<file path="src/rtl/fifo_uart_tx_if.sv">
// Bundles the FIFO read port, transmit enable and serial-side status of fifo_uart_tx.
// Latency: none; this is wiring only.
// Backpressure: none here; the transmitter paces FIFO reads through fifo_rd.
interface fifo_uart_tx_if;
    logic       tx_en;
    logic       fifo_empty;
    logic [7:0] fifo_data;
    logic       fifo_rd;
    logic       tx;
    logic       busy;
    logic       frame_done;

    // Transmitter side: consumes FIFO flags/data and drives the line and status.
    modport master (
        input  tx_en,
        input  fifo_empty,
        input  fifo_data,
        output fifo_rd,
        output tx,
        output busy,
        output frame_done
    );

    // Environment side: owns the FIFO and the enable, observes the line.
    modport slave (
        output tx_en,
        output fifo_empty,
        output fifo_data,
        input  fifo_rd,
        input  tx,
        input  busy,
        input  frame_done
    );
endinterface

</file>
<file path="src/rtl/fifo_uart_tx.sv">
// Pops bytes from a FIFO read port and sends each as an async 8N1 frame (8E1 with UART_TX_PARITY_EN).
// Latency: IDLE decision -> FETCH -> LOAD -> START; each frame is 10 (11 with parity) bit periods.
// Backpressure: reads only when tx_en=1 and the FIFO is non-empty; a started frame always completes.
module fifo_uart_tx #(
    parameter int CLKS_PER_BIT = 16,
    parameter int DIV_WIDTH    = 16
) (
    input  logic           clk,
    input  logic           reset,
    fifo_uart_tx_if.master bus
);

    localparam logic [2:0] S_IDLE   = 3'd0;
    localparam logic [2:0] S_FETCH  = 3'd1;
    localparam logic [2:0] S_LOAD   = 3'd2;
    localparam logic [2:0] S_START  = 3'd3;
    localparam logic [2:0] S_DATA   = 3'd4;
    localparam logic [2:0] S_STOP   = 3'd5;
`ifdef UART_TX_PARITY_EN
    localparam logic [2:0] S_PARITY = 3'd6;
`endif

    // Last divider value of a bit period; the counter never goes past it.
    localparam logic [DIV_WIDTH-1:0] DIV_LAST = DIV_WIDTH'(CLKS_PER_BIT - 1);

    logic [2:0]           state;
    logic [DIV_WIDTH-1:0] div_cnt;
    logic [2:0]           bit_idx;
    logic [7:0]           shift;
    logic                 tx_q;
`ifdef UART_TX_PARITY_EN
    logic                 parity;
`endif

    logic bit_end;
    logic start_ok;

    // A bit period ends when the divider reaches its last count.
    assign bit_end  = (div_cnt == DIV_LAST);
    // New frames need permission and data; only looked at in IDLE and the last STOP cycle.
    assign start_ok = bus.tx_en && !bus.fifo_empty;

    // Frame sequencer: tx is updated together with the state so the line level matches the state.
    always_ff @(posedge clk) begin
        if (reset) begin
            state   <= S_IDLE;
            div_cnt <= '0;
            bit_idx <= 3'd0;
            shift   <= 8'h00;
            tx_q    <= 1'b1;
`ifdef UART_TX_PARITY_EN
            parity  <= 1'b0;
`endif
        end else begin
            case (state)
                S_IDLE: begin
                    tx_q    <= 1'b1;
                    div_cnt <= '0;
                    if (start_ok) begin
                        state <= S_FETCH;
                    end
                end

                // fifo_rd is high for this single cycle; data arrives during LOAD.
                S_FETCH: begin
                    tx_q    <= 1'b1;
                    div_cnt <= '0;
                    state   <= S_LOAD;
                end

                S_LOAD: begin
                    shift   <= bus.fifo_data;
                    bit_idx <= 3'd0;
                    div_cnt <= '0;
`ifdef UART_TX_PARITY_EN
                    parity  <= 1'b0;
`endif
                    tx_q    <= 1'b0;
                    state   <= S_START;
                end

                S_START: begin
                    if (bit_end) begin
                        div_cnt <= '0;
                        bit_idx <= 3'd0;
                        tx_q    <= shift[0];
                        state   <= S_DATA;
                    end else begin
                        div_cnt <= div_cnt + DIV_WIDTH'(1);
                    end
                end

                // Shift LSB first; the next line level is the bit about to move into shift[0].
                S_DATA: begin
                    if (bit_end) begin
                        div_cnt <= '0;
                        shift   <= {1'b0, shift[7:1]};
`ifdef UART_TX_PARITY_EN
                        parity  <= parity ^ shift[0];
`endif
                        if (bit_idx == 3'd7) begin
`ifdef UART_TX_PARITY_EN
                            tx_q  <= parity ^ shift[0];
                            state <= S_PARITY;
`else
                            tx_q  <= 1'b1;
                            state <= S_STOP;
`endif
                        end else begin
                            bit_idx <= bit_idx + 3'd1;
                            tx_q    <= shift[1];
                        end
                    end else begin
                        div_cnt <= div_cnt + DIV_WIDTH'(1);
                    end
                end

`ifdef UART_TX_PARITY_EN
                S_PARITY: begin
                    if (bit_end) begin
                        div_cnt <= '0;
                        tx_q    <= 1'b1;
                        state   <= S_STOP;
                    end else begin
                        div_cnt <= div_cnt + DIV_WIDTH'(1);
                    end
                end
`endif

                // Chain straight into the next fetch when more data is waiting.
                S_STOP: begin
                    tx_q <= 1'b1;
                    if (bit_end) begin
                        div_cnt <= '0;
                        if (start_ok) begin
                            state <= S_FETCH;
                        end else begin
                            state <= S_IDLE;
                        end
                    end else begin
                        div_cnt <= div_cnt + DIV_WIDTH'(1);
                    end
                end

                default: begin
                    state   <= S_IDLE;
                    div_cnt <= '0;
                    tx_q    <= 1'b1;
                end
            endcase
        end
    end

    assign bus.tx         = tx_q;
    assign bus.fifo_rd    = (state == S_FETCH);
    assign bus.busy       = (state != S_IDLE);
    assign bus.frame_done = (state == S_STOP) && bit_end;

endmodule

</file>
<file path="src/flat_wrapper.sv">
// flat-port wrapper written by rule: the top's interface ports become plain ports
module fifo_uart_tx_flat 
#(
    parameter int CLKS_PER_BIT = 16,
    parameter int DIV_WIDTH    = 16
)
  (clk, reset, bus_tx_en, bus_fifo_empty, bus_fifo_data, bus_fifo_rd, bus_tx, bus_busy, bus_frame_done);
  fifo_uart_tx_if bus_i ();
  input  logic clk;
  input  logic reset;
  input wire logic [$bits(bus_i.tx_en)-1:0] bus_tx_en;
  input wire logic [$bits(bus_i.fifo_empty)-1:0] bus_fifo_empty;
  input wire logic [$bits(bus_i.fifo_data)-1:0] bus_fifo_data;
  output wire logic [$bits(bus_i.fifo_rd)-1:0] bus_fifo_rd;
  output wire logic [$bits(bus_i.tx)-1:0] bus_tx;
  output wire logic [$bits(bus_i.busy)-1:0] bus_busy;
  output wire logic [$bits(bus_i.frame_done)-1:0] bus_frame_done;
  assign bus_i.tx_en = bus_tx_en;
  assign bus_i.fifo_empty = bus_fifo_empty;
  assign bus_i.fifo_data = bus_fifo_data;
  assign bus_fifo_rd = bus_i.fifo_rd;
  assign bus_tx = bus_i.tx;
  assign bus_busy = bus_i.busy;
  assign bus_frame_done = bus_i.frame_done;
  fifo_uart_tx #(.CLKS_PER_BIT(CLKS_PER_BIT), .DIV_WIDTH(DIV_WIDTH)) u_core (.clk(clk), .reset(reset), .bus(bus_i));
endmodule
</file>
<file path="config.mk">
export PLATFORM = sky130hd
export DESIGN_NAME = fifo_uart_tx_flat
export DESIGN_NICKNAME = d
export VERILOG_FILES = /design/src/rtl/fifo_uart_tx_if.sv /design/src/rtl/fifo_uart_tx.sv /design/src/flat_wrapper.sv
export SDC_FILE = /design/constraint.sdc
export NUM_CORES = 1
export LEC_CHECK = 0
export CAP_MARGIN = 5
export CORE_ASPECT_RATIO = 0.8
export CORE_MARGIN = 2
export CORE_UTILIZATION = 35
export DETAILED_ROUTE_END_ITERATION = 10
export PLACE_DENSITY_LB_ADDON = 0.08
export SETUP_SLACK_MARGIN = 0.4
export SKIP_LAST_GASP = 1
export SLEW_MARGIN = 20
export SYNTH_ARGS = -nofsm -noshare
export SYNTH_HDL_FRONTEND = slang
export SYNTH_SLANG_ARGS = --single-unit
</file>
<file path="constraint.sdc">
create_clock -name clk -period 2 [get_ports clk]
set_input_delay 0.2 -clock clk [delete_from_list [all_inputs] [get_ports clk]]
set_output_delay 0.2 -clock clk [all_outputs]
set_load 0.05 [all_outputs]
</file>
==> run_results.csv <==
group,metric,value,unit
floorplan,initial_core_util,0.367,
yosys,yosysMostFrequentCell,"dfxtp_1",
floorplan,die_h,63.6,um
sta,rsz0062_at_grt,"yes",
detailed_routing,finalWirelength,3.86,mm
place,dp_hpwl,2.81,mm
worst_setup_path,crit_fanout,5,
worst_setup_path,reg2reg_setup_slack,-0.16,ns
worst_setup_path,cp_num_buf_inv,1,
global_route,grt_max_degree,17,
yosys,ys.flop_type,"dfxtp_1",
global_route,overflow,0,
yosys,syn-instance-count,171,
layout,final_util,0.500,
yosys,syn_area,1550,um2
sta,clock_skew,0.00209,ns
sta,fmax,463,MHz
yosys,synth_top_area_share,0.400,
layout,nets,228,
worst_setup_path,cpMostUsedCell,"or4_4",
worst_setup_path,crit_path_max_incr_delay,0.61,ns
detailed_routing,wire_per_inst,14.2,um
clock_tree,cts_root_buffer,"clkbuf_8",
layout,syn_to_final_growth,36.3,%
outcome,violations,"setup timing",
clock_tree,numCtsBuffers,5,
floorplan,dieArea,4980,um2
global_route,grt_pass1_vias,1347,
sta,period_share,1.08,
sta,tns,-0.769,ns
yosys,syn_nets,186,
global_route,grt_usage,0.170,
global_route,antenna_found_initial,0,
yosys,yosys.cell_types.count,39,
worst_setup_path,cp.arrival,2.39,ns
sta,finalMaxSlewViolations,0,
global_route,grt_pass1_wl,6.49,mm
power_and_ir_drop,ir_drop,308,uV
yosys,synth_warnings,0,
clock_tree,clk_latency,0.28,ns
worst_setup_path,cp.required,2.23,ns
clock_tree,cts_sinks,31,
power_and_ir_drop,cellLeakagePower,0.768,nW
place,portBuffers,15,
detailed_routing,drc,0,
detailed_routing,drtPass1Iterations,4,
sta,fin_hold_ws,0.482,ns
clock_tree,clockBufferDepth,2,
floorplan,io_pins,16,
sta,setup-violations-final,20,
place,gp_congestion,0.767,
detailed_routing,vias_per_cell,5.17,
sta,fin_ws,-0.161,ns
worst_setup_path,setup.worst_path.end_class,"register",
worst_setup_path,worstSetupStartpointType,"register",
place,place_area,1960,um2
power_and_ir_drop,powerDensity,648,nW/um2
place,dpl_worst_slack,0.0284,ns
floorplan,core_area,4230,um2
yosys,synth_common_cells,"dfxtp_1, nor2_1, xnor2_1",
sta,finalHoldViolCount,0,
floorplan,die_x,78.4,um
detailed_routing,ant_nets,0,
worst_setup_path,crit_type,"reg -> reg",
worst_setup_path,slowest_stage,"or4_4",
detailed_routing,num_vias,1402,
yosys,ys_ff_latch,31,
yosys,synth.area.top_cells,"dfxtp_1, nor2_1, xnor2_1",
layout,antenna_cells,0,
worst_setup_path,cp_cell_sequence,"or4_4, buf_6, or4_4, a221oi_2, a311o_1",
worst_hold_path,hp-class,"reg -> reg",
yosys,synth_edf_count,0,
worst_setup_path,critPathTopFamily,"simple AND/OR/NAND/NOR gates",
layout,drive_gt1_frac,0.280,
floorplan,num_rows,21,
run,maxCapViolations,0,
layout,fin_area,2110,um2
clock_tree,h-tree-depth,2,
clock_tree,path_clk_slew,0.07,ns
sta,slew-limit-headroom,0.660,
outcome,status,"finished, violations left",
yosys,yosys.area.top_type,"dfxtp_1",
yosys,synthArstFlopShare,0,
detailed_routing,drtIter0Drc,50,
sta,max_slew.worst_pin.slew,0.507,ns
yosys,synth.yosys.seq_area_share,0.400,
yosys,avgSynthCellArea,9.07,um2
clock_tree,tritoncts,"done",
sta,min_period,2.16,ns
layout by cell type, fill, tap and decap left out, types with 3 or more instances in the layout:
cell / count
a221o_1: 7
buf_4: 27
clkbuf_8: 5
clkdlybuf4s50_1: 11
clkinv_2: 3
dfxtp_1: 28
dfxtp_2: 3
ha_1: 3
inv_1: 4
mux2i_1: 8
nand2_1: 3
nand2b_1: 5
nand3_1: 7
nand4_1: 5
nor2_1: 27
nor2b_1: 5
nor3_1: 4
nor4_1: 5
o2bb2ai_1: 3
or4_4: 3
xnor2_1: 11
xor2_1: 3
sequential cells by signal, indices dropped and copies added, names as in the netlist:
register        flops
u_core.bit_idx      3
u_core.shift        8
u_core.bus.tx       1
u_core.div_cnt     16
u_core.state        3
cell type report:
cell class,instances,area [um2]
fill,414,2120
multi-input combinational,128,936
sequential,31,624
timing repair buffer,43,384
tap,57,71.3
clock buffer,5,68.8
clock inverter,3,15.0
inverter,4,15.0
metal layers:
metal	up-vias	GRT usage	wire length (um)
li1	710	-	-
met1	664	0.229	1950
met2	21	0.254	1720
met3	7	0.0602	124
met4	0	0.0548	68
met5	-	0	0
cell families after synthesis:
group                      Yosys count  synth area share
xor gates and xnor gates            14            0.0790
and+or+nand+nor                     79             0.288
DFF                                 31             0.400
AOI/OAI and AO/OA                   24             0.126
adders and majority gates            3            0.0242
muxes                                8            0.0516
buffers and inverters               12            0.0314
through the flow:
stage          power (mW)  cells
6_report             1.37    271
5_1_grt              1.45    271
4_1_cts              1.39    268
3_5_place_dp        0.902    259
3_3_place_gp        0.893    259
2_1_floorplan       0.829    171
worst reg2reg max path, stage by stage, from the launching register on:
cell and delay, ns:
dfxtp_2 0.32, or4_4 0.56, buf_6 0.15, or4_4 0.61
a221oi_2 0.33, a311o_1 0.15
timing repair:
item                                    CTS  global route
hold buffers                              0             0
gates resized for setup                   5             7
pin swaps                                 4             9
cloned                                    0             0
buffers inserted                          1             3
endpoints found under the setup margin   33            32
power by group:
| group | internal [mW] | switching, mW |
|---|---|---|
| clock network | 0.238 | 0.242 |
| registers | 0.658 | 0.0320 |
| logic | 0.103 | 0.0967 |
| total | 0.999 | 0.370 |
path summary, 6_finish.rpt:
| check | start | endpoint | cells after the start |
|---|---|---|---|
| setup / recovery | u_core.div_cnt[9] | u_core.bus.tx | 5 |
| hold / removal | u_core.bit_idx[1] | u_core.bit_idx[1] | 2 |
| setup reg to reg | u_core.div_cnt[9] | u_core.bus.tx | 5 |
| hold reg to reg | u_core.bit_idx[1] | u_core.bit_idx[1] | 2 |
Note: power is estimated with default switching activity, not from simulation.
==> patch, RTL diff (same flow settings) <==
`CLKS_PER_BIT` is set to 16 in 2 places; all go to 8.
--- a/src/rtl/fifo_uart_tx.sv
+++ b/src/rtl/fifo_uart_tx.sv
@@ -3,5 +3,5 @@
 // Backpressure: reads only when tx_en=1 and the FIFO is non-empty; a started frame always completes.
 module fifo_uart_tx #(
-    parameter int CLKS_PER_BIT = 16,
+    parameter int CLKS_PER_BIT = 8,
     parameter int DIV_WIDTH    = 16
 ) (
--- a/src/flat_wrapper.sv
+++ b/src/flat_wrapper.sv
@@ -2,5 +2,5 @@
 module fifo_uart_tx_flat 
 #(
-    parameter int CLKS_PER_BIT = 16,
+    parameter int CLKS_PER_BIT = 8,
     parameter int DIV_WIDTH    = 16
 )
Check against the original RTL: no difference found for any inputs over 10 cycles, from zero or initial values and one cycle with reset high; that may be too few to reach the edited logic, so the function may still have changed.
==> patch against the unedited design <==
Synthesized area up 4.1%. Power up 5.1%. Setup slack better by 0.40 ns. Routed wire length up 7.3%. Global-route usage up 0.31 points. Cell area up 6.0%. Sequential cell count unchanged. Highest routed layer unchanged. Sequential share of layout area down 1.1 points. Utilization down 0.32 points.
==> patch: results <==
metrics = {
    "timing": {
        "finalClockSkew_ns": 0.00146,
        "slew_headroom": 0.678,
    },
    "final_layout": {
        "signal_buffers": 37,
        "multi_input_area_share": 0.481,
        "nClkBuffers": 8,
        "seqCellArea_um2": 637,
        "fillers": 447,
    },
    "power": {
        "ir_worst_vdd_uv": 331,
        "p_leak_nw": 0.752,
    },
    "global_routing": {
        "grt.total_usage": 0.173,
        "grt_max_degree": 14,
        "grt_pass1_wl_um": 6830,
        "first_global_vias": 1373,
    },
    "placed_design": {
        "dp.cells": 251,
        "gp_congestion": 0.805,
    },
    "critical_path": {
        "worst-r2r-setup-slack_ns": 0.36,
        "endpoint": "bus_frame_done",
        "critPathKind": "flip-flop to primary output",
        "r2r-start": "u_core.div_cnt[0]",
        "r2r-end": "u_core.div_cnt[5]",
        "r2r_cells": 6,
    },
    "detailed_routing": {
        "num_vias": 1472,
        "first_iter_violations": 41,
        "wl_met1_um": 2110,
        "met3WireLength_um": 160,
        "via_per_inst": 5.37,
    },
    "logic_synthesis": {
        "synth_commonest_cells": "dfxtp_1 (31), nor2_1 (28), xnor2_1 (10), mux2i_1 (8), nor4_1 (8)",
        "ys_top_cells_by_area": "dfxtp_1 (38%), nor2_1 (6.5%), xnor2_1 (5.4%), mux2i_1 (5.0%), a221o_1 (4.3%)",
        "synthesis.nets": 195,
    },
    "status": {
        "status": "finished clean",
    },
}
[patch: stage by stage]
stage                     setup WS (ns)  hold WS (ns)  instance area [µm²]
after global routing              0.175         0.518                 2240
after CTS                         0.220         0.491                 2140
final                             0.235         0.490                 2240
after floorplan                   0.367         0.339                 1650
after global placement            0.224         0.459                 1870
after detailed placement          0.188         0.475                 1870
[patch: logic make-up (layout without fill, tap and decap cells)]
| family | after synthesis | after routing | synth area share |
|---|---|---|---|
| buf+inv | 14 | 48 | 0.0472 |
| simple gates | 85 | 85 | 0.295 |
| compound gates | 25 | 25 | 0.125 |
| flops | 31 | 31 | 0.384 |
| mux | 8 | 8 | 0.0496 |
| xor+xnor | 14 | 14 | 0.0759 |
| fa+ha+maj | 3 | 3 | 0.0232 |
[patch: worst max-delay path, stage by stage, from the launching register on]
cell and delay [ns]:
dfxtp_4 0.36, ha_4 0.16, nor4b_4 0.19, and4_1 0.24
and3_4 0.21, buf_12 0.13
[patch: power by group]
part | total (mW) | internal [mW] | switching, mW
combinational | 0.195 | 0.102 | 0.0935
clock | 0.551 | 0.314 | 0.237
sequential | 0.693 | 0.655 | 0.0383
total | 1.44 | 1.07 | 0.369
[patch: what timing repair did]
item | 4_1_cts | 5_1_grt
buffers inserted | 11 | 3
gates cloned | 1 | 0
pin swaps | 23 | 10
setup endpoints to repair | 30 | 31
hold endpoints to repair | 0 | 0
resized for setup | 21 | 22
[patch: per-layer routing]
| layer | up-vias | GRT usage |
|---|---|---|
| li1 | 723 | - |
| met1 | 708 | 0.241 |
| met2 | 35 | 0.256 |
| met3 | 6 | 0.0460 |
| met4 | 0 | 0.0636 |
| met5 | - | 0 |
